File: src/rtl/lc3_core.sv
// LC-3 subset core: multi-cycle FETCH/DECODE/EXECUTE/MEM/WB sequencer on one req/ready memory port.
// Request outputs are registered; TRAP or an unsupported opcode parks the core in HALT until reset.
module lc3_core #(
   parameter logic [15:0] RESET_PC = 16'h3000,
   parameter int          ADDR_W   = 16
) (
   input  logic              clk,
   input  logic              reset,
   output logic              mem_req,
   output logic              mem_we,
   output logic [ADDR_W-1:0] mem_addr,
   output logic [15:0]       mem_wdata,
   input  logic [15:0]       mem_rdata,
   input  logic              mem_ready,
   output logic [15:0]       pc_out,
   output logic [2:0]        nzp,
   output logic              halted,
   output logic              illegal,
   input  logic [2:0]        dbg_sel,
   output logic [15:0]       dbg_reg
);
   typedef enum logic [2:0] {S_FETCH, S_DECODE, S_EXECUTE, S_MEM, S_WB, S_HALT} state_t;

   localparam logic [3:0] OP_BR  = 4'b0000, OP_ADD = 4'b0001, OP_LD  = 4'b0010, OP_ST  = 4'b0011;
   localparam logic [3:0] OP_AND = 4'b0101, OP_LDR = 4'b0110, OP_STR = 4'b0111, OP_NOT = 4'b1001;
   localparam logic [3:0] OP_JMP = 4'b1100, OP_LEA = 4'b1110, OP_TRAP = 4'b1111;

   state_t      r_state;
   logic [15:0] r_pc, r_ir, r_mar, r_mdr, r_a, r_b, r_s, r_mem_wdata;
   logic [15:0] r_regs [0:7];
   logic [2:0]  r_nzp;
   logic        r_mem_req, r_mem_we, r_halted, r_illegal;

   logic [3:0]  w_op;
   logic [2:0]  w_dr;
   logic [15:0] w_off9, w_off6, w_imm5, w_alu_b, w_pc_off, w_mar;
   logic [15:0] w_result, w_next_pc;
   logic        w_wr_en, w_is_mem, w_is_store, w_is_illegal;

   function automatic logic [2:0] f_cc(input logic [15:0] v);
      if (v[15]) return 3'b100;
      if (v == 16'h0000) return 3'b010;
      return 3'b001;
   endfunction

   assign w_op         = r_ir[15:12];
   assign w_dr         = r_ir[11:9];
   assign w_off9       = {{7{r_ir[8]}}, r_ir[8:0]};
   assign w_off6       = {{10{r_ir[5]}}, r_ir[5:0]};
   assign w_imm5       = {{11{r_ir[4]}}, r_ir[4:0]};
   assign w_alu_b      = r_ir[5] ? w_imm5 : r_b;
   assign w_pc_off     = r_pc + w_off9;
   assign w_mar        = (w_op == OP_LD || w_op == OP_ST) ? w_pc_off : (r_a + w_off6);
   assign w_is_store   = (w_op == OP_ST) || (w_op == OP_STR);
   assign w_is_mem     = w_is_store || (w_op == OP_LD) || (w_op == OP_LDR);
   assign w_is_illegal = w_op inside {4'b0100, 4'b1000, 4'b1010, 4'b1011, 4'b1101};

   always_comb begin
      w_result  = 16'h0000;
      w_wr_en   = 1'b0;
      w_next_pc = r_pc;
      case (w_op)
         OP_ADD: begin w_result = r_a + w_alu_b; w_wr_en = 1'b1; end
         OP_AND: begin w_result = r_a & w_alu_b; w_wr_en = 1'b1; end
         OP_NOT: begin w_result = ~r_a;          w_wr_en = 1'b1; end
         OP_LEA: begin w_result = w_pc_off;      w_wr_en = 1'b1; end
         OP_BR:  if (|(r_ir[11:9] & r_nzp)) w_next_pc = w_pc_off;
         OP_JMP: w_next_pc = r_a;
         default: ;
      endcase
   end

   always_ff @(posedge clk or negedge reset) begin
      if (!reset) begin
         r_state     <= S_FETCH;
         r_pc        <= RESET_PC;
         r_ir        <= 16'h0000;
         r_mar       <= 16'h0000;
         r_mdr       <= 16'h0000;
         r_a         <= 16'h0000;
         r_b         <= 16'h0000;
         r_s         <= 16'h0000;
         r_nzp       <= 3'b010;
         r_mem_req   <= 1'b0;
         r_mem_we    <= 1'b0;
         r_mem_wdata <= 16'h0000;
         r_halted    <= 1'b0;
         r_illegal   <= 1'b0;
         for (int i = 0; i < 8; i++) r_regs[i] <= 16'h0000;
      end else begin
         case (r_state)
            // A FETCH entered with no request outstanding (after reset or a store) raises it first.
            S_FETCH: begin
               if (!r_mem_req) begin
                  r_mem_req <= 1'b1;
                  r_mem_we  <= 1'b0;
               end else if (mem_ready) begin
                  r_ir      <= mem_rdata;
                  r_pc      <= r_pc + 16'd1;
                  r_mem_req <= 1'b0;
                  r_state   <= S_DECODE;
               end
            end
            S_DECODE: begin
               r_a <= r_regs[r_ir[8:6]];
               r_b <= r_regs[r_ir[2:0]];
               r_s <= r_regs[r_ir[11:9]];
               if (w_op == OP_TRAP) begin
                  r_halted <= 1'b1;
                  r_state  <= S_HALT;
               end else if (w_is_illegal) begin
                  r_halted  <= 1'b1;
                  r_illegal <= 1'b1;
                  r_state   <= S_HALT;
               end else begin
                  r_state <= S_EXECUTE;
               end
            end
            S_EXECUTE: begin
               if (w_wr_en) begin
                  r_regs[w_dr] <= w_result;
                  r_nzp        <= f_cc(w_result);
               end
               r_mem_req <= 1'b1;
               if (w_is_mem) begin
                  r_mar    <= w_mar;
                  r_mem_we <= w_is_store;
                  if (w_is_store) r_mem_wdata <= r_s;
                  r_state  <= S_MEM;
               end else begin
                  r_pc     <= w_next_pc;
                  r_mem_we <= 1'b0;
                  r_state  <= S_FETCH;
               end
            end
            S_MEM: begin
               if (mem_ready) begin
                  r_mem_req <= 1'b0;
                  r_mem_we  <= 1'b0;
                  if (w_is_store) begin
                     r_state <= S_FETCH;
                  end else begin
                     r_mdr   <= mem_rdata;
                     r_state <= S_WB;
                  end
               end
            end
            S_WB: begin
               r_regs[w_dr] <= r_mdr;
               r_nzp        <= f_cc(r_mdr);
               r_mem_req    <= 1'b1;
               r_mem_we     <= 1'b0;
               r_state      <= S_FETCH;
            end
            default: r_state <= S_HALT;
         endcase
      end
   end

   assign mem_req   = r_mem_req;
   assign mem_we    = r_mem_we;
   assign mem_addr  = (r_state == S_MEM) ? r_mar[ADDR_W-1:0] : r_pc[ADDR_W-1:0];
   assign mem_wdata = r_mem_wdata;
   assign pc_out    = r_pc;
   assign nzp       = r_nzp;
   assign halted    = r_halted;
   assign illegal   = r_illegal;
   assign dbg_reg   = r_regs[dbg_sel];

endmodule
File: config.mk
export PLATFORM = sky130hd
export DESIGN_NAME = lc3_core
export DESIGN_NICKNAME = d
export VERILOG_FILES = /design/src/rtl/lc3_core.sv
export SDC_FILE = /design/constraint.sdc
export NUM_CORES = 1
export LEC_CHECK = 0
export CAP_MARGIN = 20
export CORE_MARGIN = 1.5
export CORE_UTILIZATION = 37
export DETAILED_ROUTE_END_ITERATION = 10
export PLACE_DENSITY = 0.5
export SETUP_SLACK_MARGIN = 0.1
export SLEW_MARGIN = 20
export SYNTH_ARGS = -nofsm -noshare
export SYNTH_HDL_FRONTEND = slang
export SYNTH_SLANG_ARGS = --single-unit
File: constraint.sdc
create_clock -name clk -period 12.2 [get_ports clk]
set_clock_uncertainty 0.2 [all_clocks]
set_input_delay 1.83 -clock clk [delete_from_list [all_inputs] [get_ports clk]]
set_output_delay 1.83 -clock clk [all_outputs]
set_load 0.05 [all_outputs]
==> impl_results.md, run 1 <==
* Outcome: completed
* Register area at 6670 um^2
* Fmax at 161 MHz
* Main combinational cell family by area after synthesis: multiplexers
* Initial antenna violation count at 0
* Die width at 222 um
* Layout cell share with drive strength beyond 1 at 25.2%
* Rel. slew slack at 30.7%
* First-pass GRT wire length at 87.3 mm
* HPWL Detailed at 39.2 mm
* Post-synth net total at 1737
* Cells after Synth at 1665
* I/O pin cnt at 93
* Fill count at 4574
* WP data arrival at 4170 ps
* Worst-case clock buffer depth at 3
* Power per cell area at 314 nW/um^2
* Worst hold slack at 261 ps
* Vias in the first global route at 13900
* Hold depth at 1
* Synthesis-stage register bit count at 266
* Tcrit/Tclk final at 50.8%
* DR iter-0 viols at 1041
* Root buffer cell: clkbuf_16
* Clock input transition at the sequential cells of the worst setup and hold paths at 50 ps
* Multi-input logic area at 10500 um^2
* Post-synthesis adder-cell area fraction at 3.65%
* Unrepaired setup endpoints after global routing: false
* Seq/Total Area, Yosys at 37.5%
* Synth async-reset ratio at 100%
* Final WL at 56.3 mm
* Post-Synth XOR/XNOR Area at 1.53%
* Critical R2R Capture: nzp[0]
* CP Cell Sequence: clkdlybuf4s50_1, buf_4, mux4_2, mux2_2, clkdlybuf4s50_1
* Final hold vios at 0
* Initial Utilization at 37.4%
* ANT nets after route at 0
* Nets at 1787
* Die height at 222 um
* # clock sinks at 266
* Total grt overflow at 0
* Fin crit period at 6200 ps
* Vias at 13900
* Inserted Clock Buffers at 34
* Post-synthesis simple-gate area fraction at 9.84%
* Flop2flop setup slack at 7740 ps
* Post-synthesis cell area at 17800 um^2
* Worst-skew pair later-pin latency at 570 ps
* IO Port Bufs at 92
* DR vias/cell at 5.91
* Buffers and inverters on the worst path at 3
* Most frequent cells in the layout: dfrtp_1, mux2_2, a21oi_1
* Max stage delay on crit path at 710 ps
* Slew @ Worst Pin at 1040 ps
* Ant diodes at 0
* Yosys cell types at 77
* Syn Area/Cell at 10.7 um^2
* Final setup fails at 0
* Resized Gates After CTS at 0
* # rows at 80
* Max-slew violations at 0
* EDFF count, synth at 0
* Most used cell, CP: clkdlybuf4s50_1
* Crit. End Element: output pin
* Postcts setup bufs at 0
* H-tree depth at 2
* Reg2Reg Depth at 14
* Synthesis warning total at 0
* Hold EP: halted
* Hold buffers post-CTS at 0
* Core area at 47500 um^2
* DR WL/cell at 23.9 um
* Placer's final routability congestion estimate at 0.874
* Layout area overhead at 14.7%
* Initial DRT Pass Iterations at 5
* Final WS setup at 6000 ps
* Total track usage at 23.1%
* CP max-delay cell: clkdlybuf4s50_1
* Die Area at 49400 um^2
* Largest fanout on the critical path at 32
* Largest net degree at the start of global routing at 160
* CTS tree: done
* Layout Utilization at 42.9%
* Leakage at 8.62 nW
* Cell family with most CP delay: buffers and inverters
* Max Cap Viol at 0
* Top FF cell, synth: dfrtp_1
* CP required at 10170 ps
* HP Start: halted
* Post-Place Worst Slack at 6010 ps
* DRC Markers at 0
* CP Class: in -> out
* Post-synthesis mux area share at 30.2%
* CP startpoint kind: primary input
* Worst reg2reg startpoint: r_ir[0]
* Synth Area in Compound Gates at 14.0%
* Most common cell after layout, fill and taps aside: dfrtp_1
* Max VDD drop at 0.134 mV
* Worst min path class: reg -> reg
* Tot Pwr at 6.41 mW
* Setup TNS at 0 ps
[synthesized netlist by cell type (38+ instances only)]
cell	instances	area, um^2
nand2_1	134	503
inv_1	38	143
clkbuf_1	70	263
a21oi_1	149	746
ha_1	47	588
mux4_2	100	2250
dfrtp_1	263	6580
o21ai_0	91	455
mux2_2	221	2490
nor2_1	145	544
mux2i_1	61	611
[metrics by stage]
stage	cell area (um^2)	std cells
floorplan	17800	1665
global placement	19300	2294
detailed placement	19300	2294
CTS	20400	2356
global route	20400	2356
finish	20400	2356
[logic make-up after synthesis]
logic type      count (synthesis)
compound gates                396
simple gates                  390
flops                         266
xor+xnor                       31
buf+inv                       148
mux                           384
fa+ha+maj                      50
[worst reg2reg max path, delay by kind of cell, from the launching register on]
kind            cells  cell delay (ps)
fa+ha+maj           2              630
simple gates        4             1240
xor+xnor            1              150
mux                 1              320
flops               1              330
compound gates      4              810
buf+inv             2              670
[how the worst max path moves through the flow]
stage	slack [ps]	cells past startpoint	to	startpoint
final	6000	5	dbg_reg[13]	dbg_sel[1]
after global routing	5970	5	dbg_reg[15]	dbg_sel[0]
after CTS	6010	5	dbg_reg[13]	dbg_sel[1]
after detailed placement	6010	5	dbg_reg[13]	dbg_sel[1]
after global placement	6050	5	dbg_reg[13]	dbg_sel[1]
after floorplan	6630	4	dbg_reg[0]	dbg_sel[0]
[layout make-up]
cell class,instances,share of cell area [%]
clock buffer,54,4.88
clock inverter,8,0.558
inverter,38,0.699
multi-input combinational,1251,51.7
sequential,266,32.7
tap,615,3.77
timing repair buffer,124,5.75
[registers in the layout, summed over array words and instances (netlist names), 3 cells and up]
| signal | count |
|---|---|
| r_s | 16 |
| r_mar | 16 |
| r_b | 16 |
| r_a | 16 |
| r_regs | 128 |
| pc_out | 16 |
| mem_wdata | 16 |
| nzp | 3 |
| r_ir | 16 |
| r_mdr | 16 |
| r_state | 3 |
[power by group]
part / switching, mW / internal [mW]
combinational: 2.18 / 1.52
sequential: 0.468 / 1.23
clock: 0.420 / 0.589
[metal layers]
| layer | vias to the layer above | global-route usage, % | wire length [um] |
|---|---|---|---|
| met5 | - | 0 | 0 |
| met3 | 105 | 2.64 | 2800 |
| li1 | 6355 | - | - |
| met4 | 0 | 9.92 | 2260 |
| met2 | 412 | 36.7 | 26300 |
| met1 | 7061 | 32.0 | 24900 |
Note: power is estimated with default switching activity, not from simulation.
==> run 2, diff against run 1 <==
--- a/config.mk
+++ b/config.mk
@@ -9,7 +9,7 @@
 export CORE_MARGIN = 1.5
 export CORE_UTILIZATION = 37
 export DETAILED_ROUTE_END_ITERATION = 10
-export PLACE_DENSITY = 0.5
+export PLACE_DENSITY = 0.52
 export SETUP_SLACK_MARGIN = 0.1
 export SLEW_MARGIN = 20
 export SYNTH_ARGS = -nofsm -noshare
==> constraint.sdc (replaced) <==
create_clock -name clk -period 5.61 [get_ports clk]
set_clock_uncertainty 0.2 [all_clocks]
set_input_delay 0.8415 -clock clk [delete_from_list [all_inputs] [get_ports clk]]
set_output_delay 0.8415 -clock clk [all_outputs]
set_load 0.05 [all_outputs]
==> impl_results.md, run 2 (synthesis results as in run 1) <==
* Outcome: completed
* Core area at 47500 um^2
* Flop2flop setup slack at 1520 ps
* Placer's final routability congestion estimate at 0.874
* Power per cell area at 687 nW/um^2
* Worst Setup EP: dbg_reg[15]
* Post-placement cell area at 19300 um^2
* Nets at 1795
* CP Launch Point: dbg_sel[1]
* Reg2Reg Depth at 14
* Sw frac at 47.6%
* Tcrit/Tclk final at 75.9%
* Resized Gates After CTS at 0
* Fin crit period at 4260 ps
* Layout area overhead at 15.2%
* Leakage at 8.68 nW
* First-pass GRT wire length at 87.0 mm
* Final hold vios at 0
* Total track usage at 23.1%
* Vias at 14000
* Final setup fails at 0
* P_int at 7.37 mW
* CP max-delay cell: clkdlybuf4s50_1
* Max stage delay on crit path at 720 ps
* H-tree depth at 2
* Worst-skew pair later-pin latency at 560 ps
* Most common cell after layout, fill and taps aside: dfrtp_1
* Fmax at 235 MHz
* Design area at 20500 um^2
* Rel. slew slack at 32.2%
* Vias in the first global route at 13900
* Reg power frac at 26.1%
* Layout cell share with drive strength beyond 1 at 25.5%
* Setup TNS at 0 ps
* Die height at 222 um
* CP startpoint kind: primary input
* Max-slew violations at 0
* Tot Pwr at 14.1 mW
* Slew @ Worst Pin at 1020 ps
* Clock Power Share at 16.1%
* Max Cap Viol at 0
* Final WL at 56.4 mm
* ANT nets after route at 0
* I/O pin cnt at 93
* Comb power frac at 57.7%
* Unrepaired setup endpoints after global routing: false
* HPWL Detailed at 39.4 mm
* Largest fanout on the critical path at 32
* P_sw at 6.69 mW
* Most frequent cells in the layout: dfrtp_1, mux2_2, a21oi_1
* Most used cell, CP: clkdlybuf4s50_1
* DR vias/cell at 5.90
* CP Class: in -> out
* DRC Markers at 0
* Worst-case clock buffer depth at 3
* Hold buffers post-CTS at 0
* Worst reg2reg startpoint: r_ir[5]
* Max reg flops at 128
* Clock input transition at the sequential cells of the worst setup and hold paths at 60 ps
* CP required at 4570 ps
* Initial Utilization at 37.4%
* Postcts setup bufs at 0
* Die Area at 49400 um^2
* Total grt overflow at 0
* Initial antenna violation count at 1
* Worst hold slack at 55.7 ps
* # rows at 80
* Die width at 222 um
* CP Cell Sequence: clkdlybuf4s50_1, buf_4, mux4_2, mux2_2, clkdlybuf4s50_1
* Initial DRT Pass Iterations at 5
* Largest register by flop count: r_regs
* Crit. End Element: output pin
* Root buffer cell: clkbuf_16
* Inserted Clock Buffers at 34
* Largest net degree at the start of global routing at 100
* CTS tree: done
* DR WL/cell at 23.9 um
* Worst min path class: in -> async
* Max VDD drop at 0.351 mV
* WP data arrival at 3210 ps
* DR iter-0 viols at 1112
* IO Port Bufs at 92
* # clock sinks at 266
* Critical R2R Capture: nzp[0]
## run 2: through the flow
step           std cells  utilization [%]  worst slack, ps
2_1_floorplan       1665                -             1480
3_3_place_gp        2302             40.7             1420
3_5_place_dp        2302             40.7             1370
4_1_cts             2363             43.1             1360
5_1_grt             2363             43.1             1210
6_report            2364             43.1             1350
## run 2: worst min path at each step
stage / start / end / slack [ps] / cells after the start
finish: reset / r_mar[13] / 60 / 1
global route: reset / r_mar[13] / 100 / 1
CTS: reset / r_mar[13] / 90 / 1
detailed placement: halted / halted / 250 / 1
global placement: illegal / illegal / 250 / 1
floorplan: r_mar[15] / r_mar[15] / 250 / 2
## run 2: layout make-up
cell class                      instances  area (um^2)
Timing Repair Buffer                  132         1230
Antenna cell                            1         2.50
Tap cell                              615          769
Fill cell                            4535        27100
Clock buffer                           48          933
Clock inverter                         13          195
Inverter                               38          143
Multi-Input combinational cell       1251        10500
Sequential cell                       266         6660
## run 2: critical path, delay by kind of cell
| family | cells | cell delay (ps) |
|---|---|---|
| buffers and inverters | 3 | 1630 |
| muxes | 2 | 720 |
## run 2: power by group through the flow
stage	clock [mW]	combinational, mW	sequential, mW
after floorplan	0	5.70	3.53
after global placement	0	7.96	3.66
after detailed placement	0	8.05	3.69
after CTS	2.32	8.10	3.66
after global routing	2.39	8.79	3.79
final	2.27	8.12	3.68
## run 2: per-layer routing
metal	GRT usage [%]	vias up	part of all wire (%)
li1	-	6354	-
met1	31.3	7026	44
met2	36.4	483	46
met3	4.46	93	6.4
met4	8.68	0	3.8
met5	0	-	0
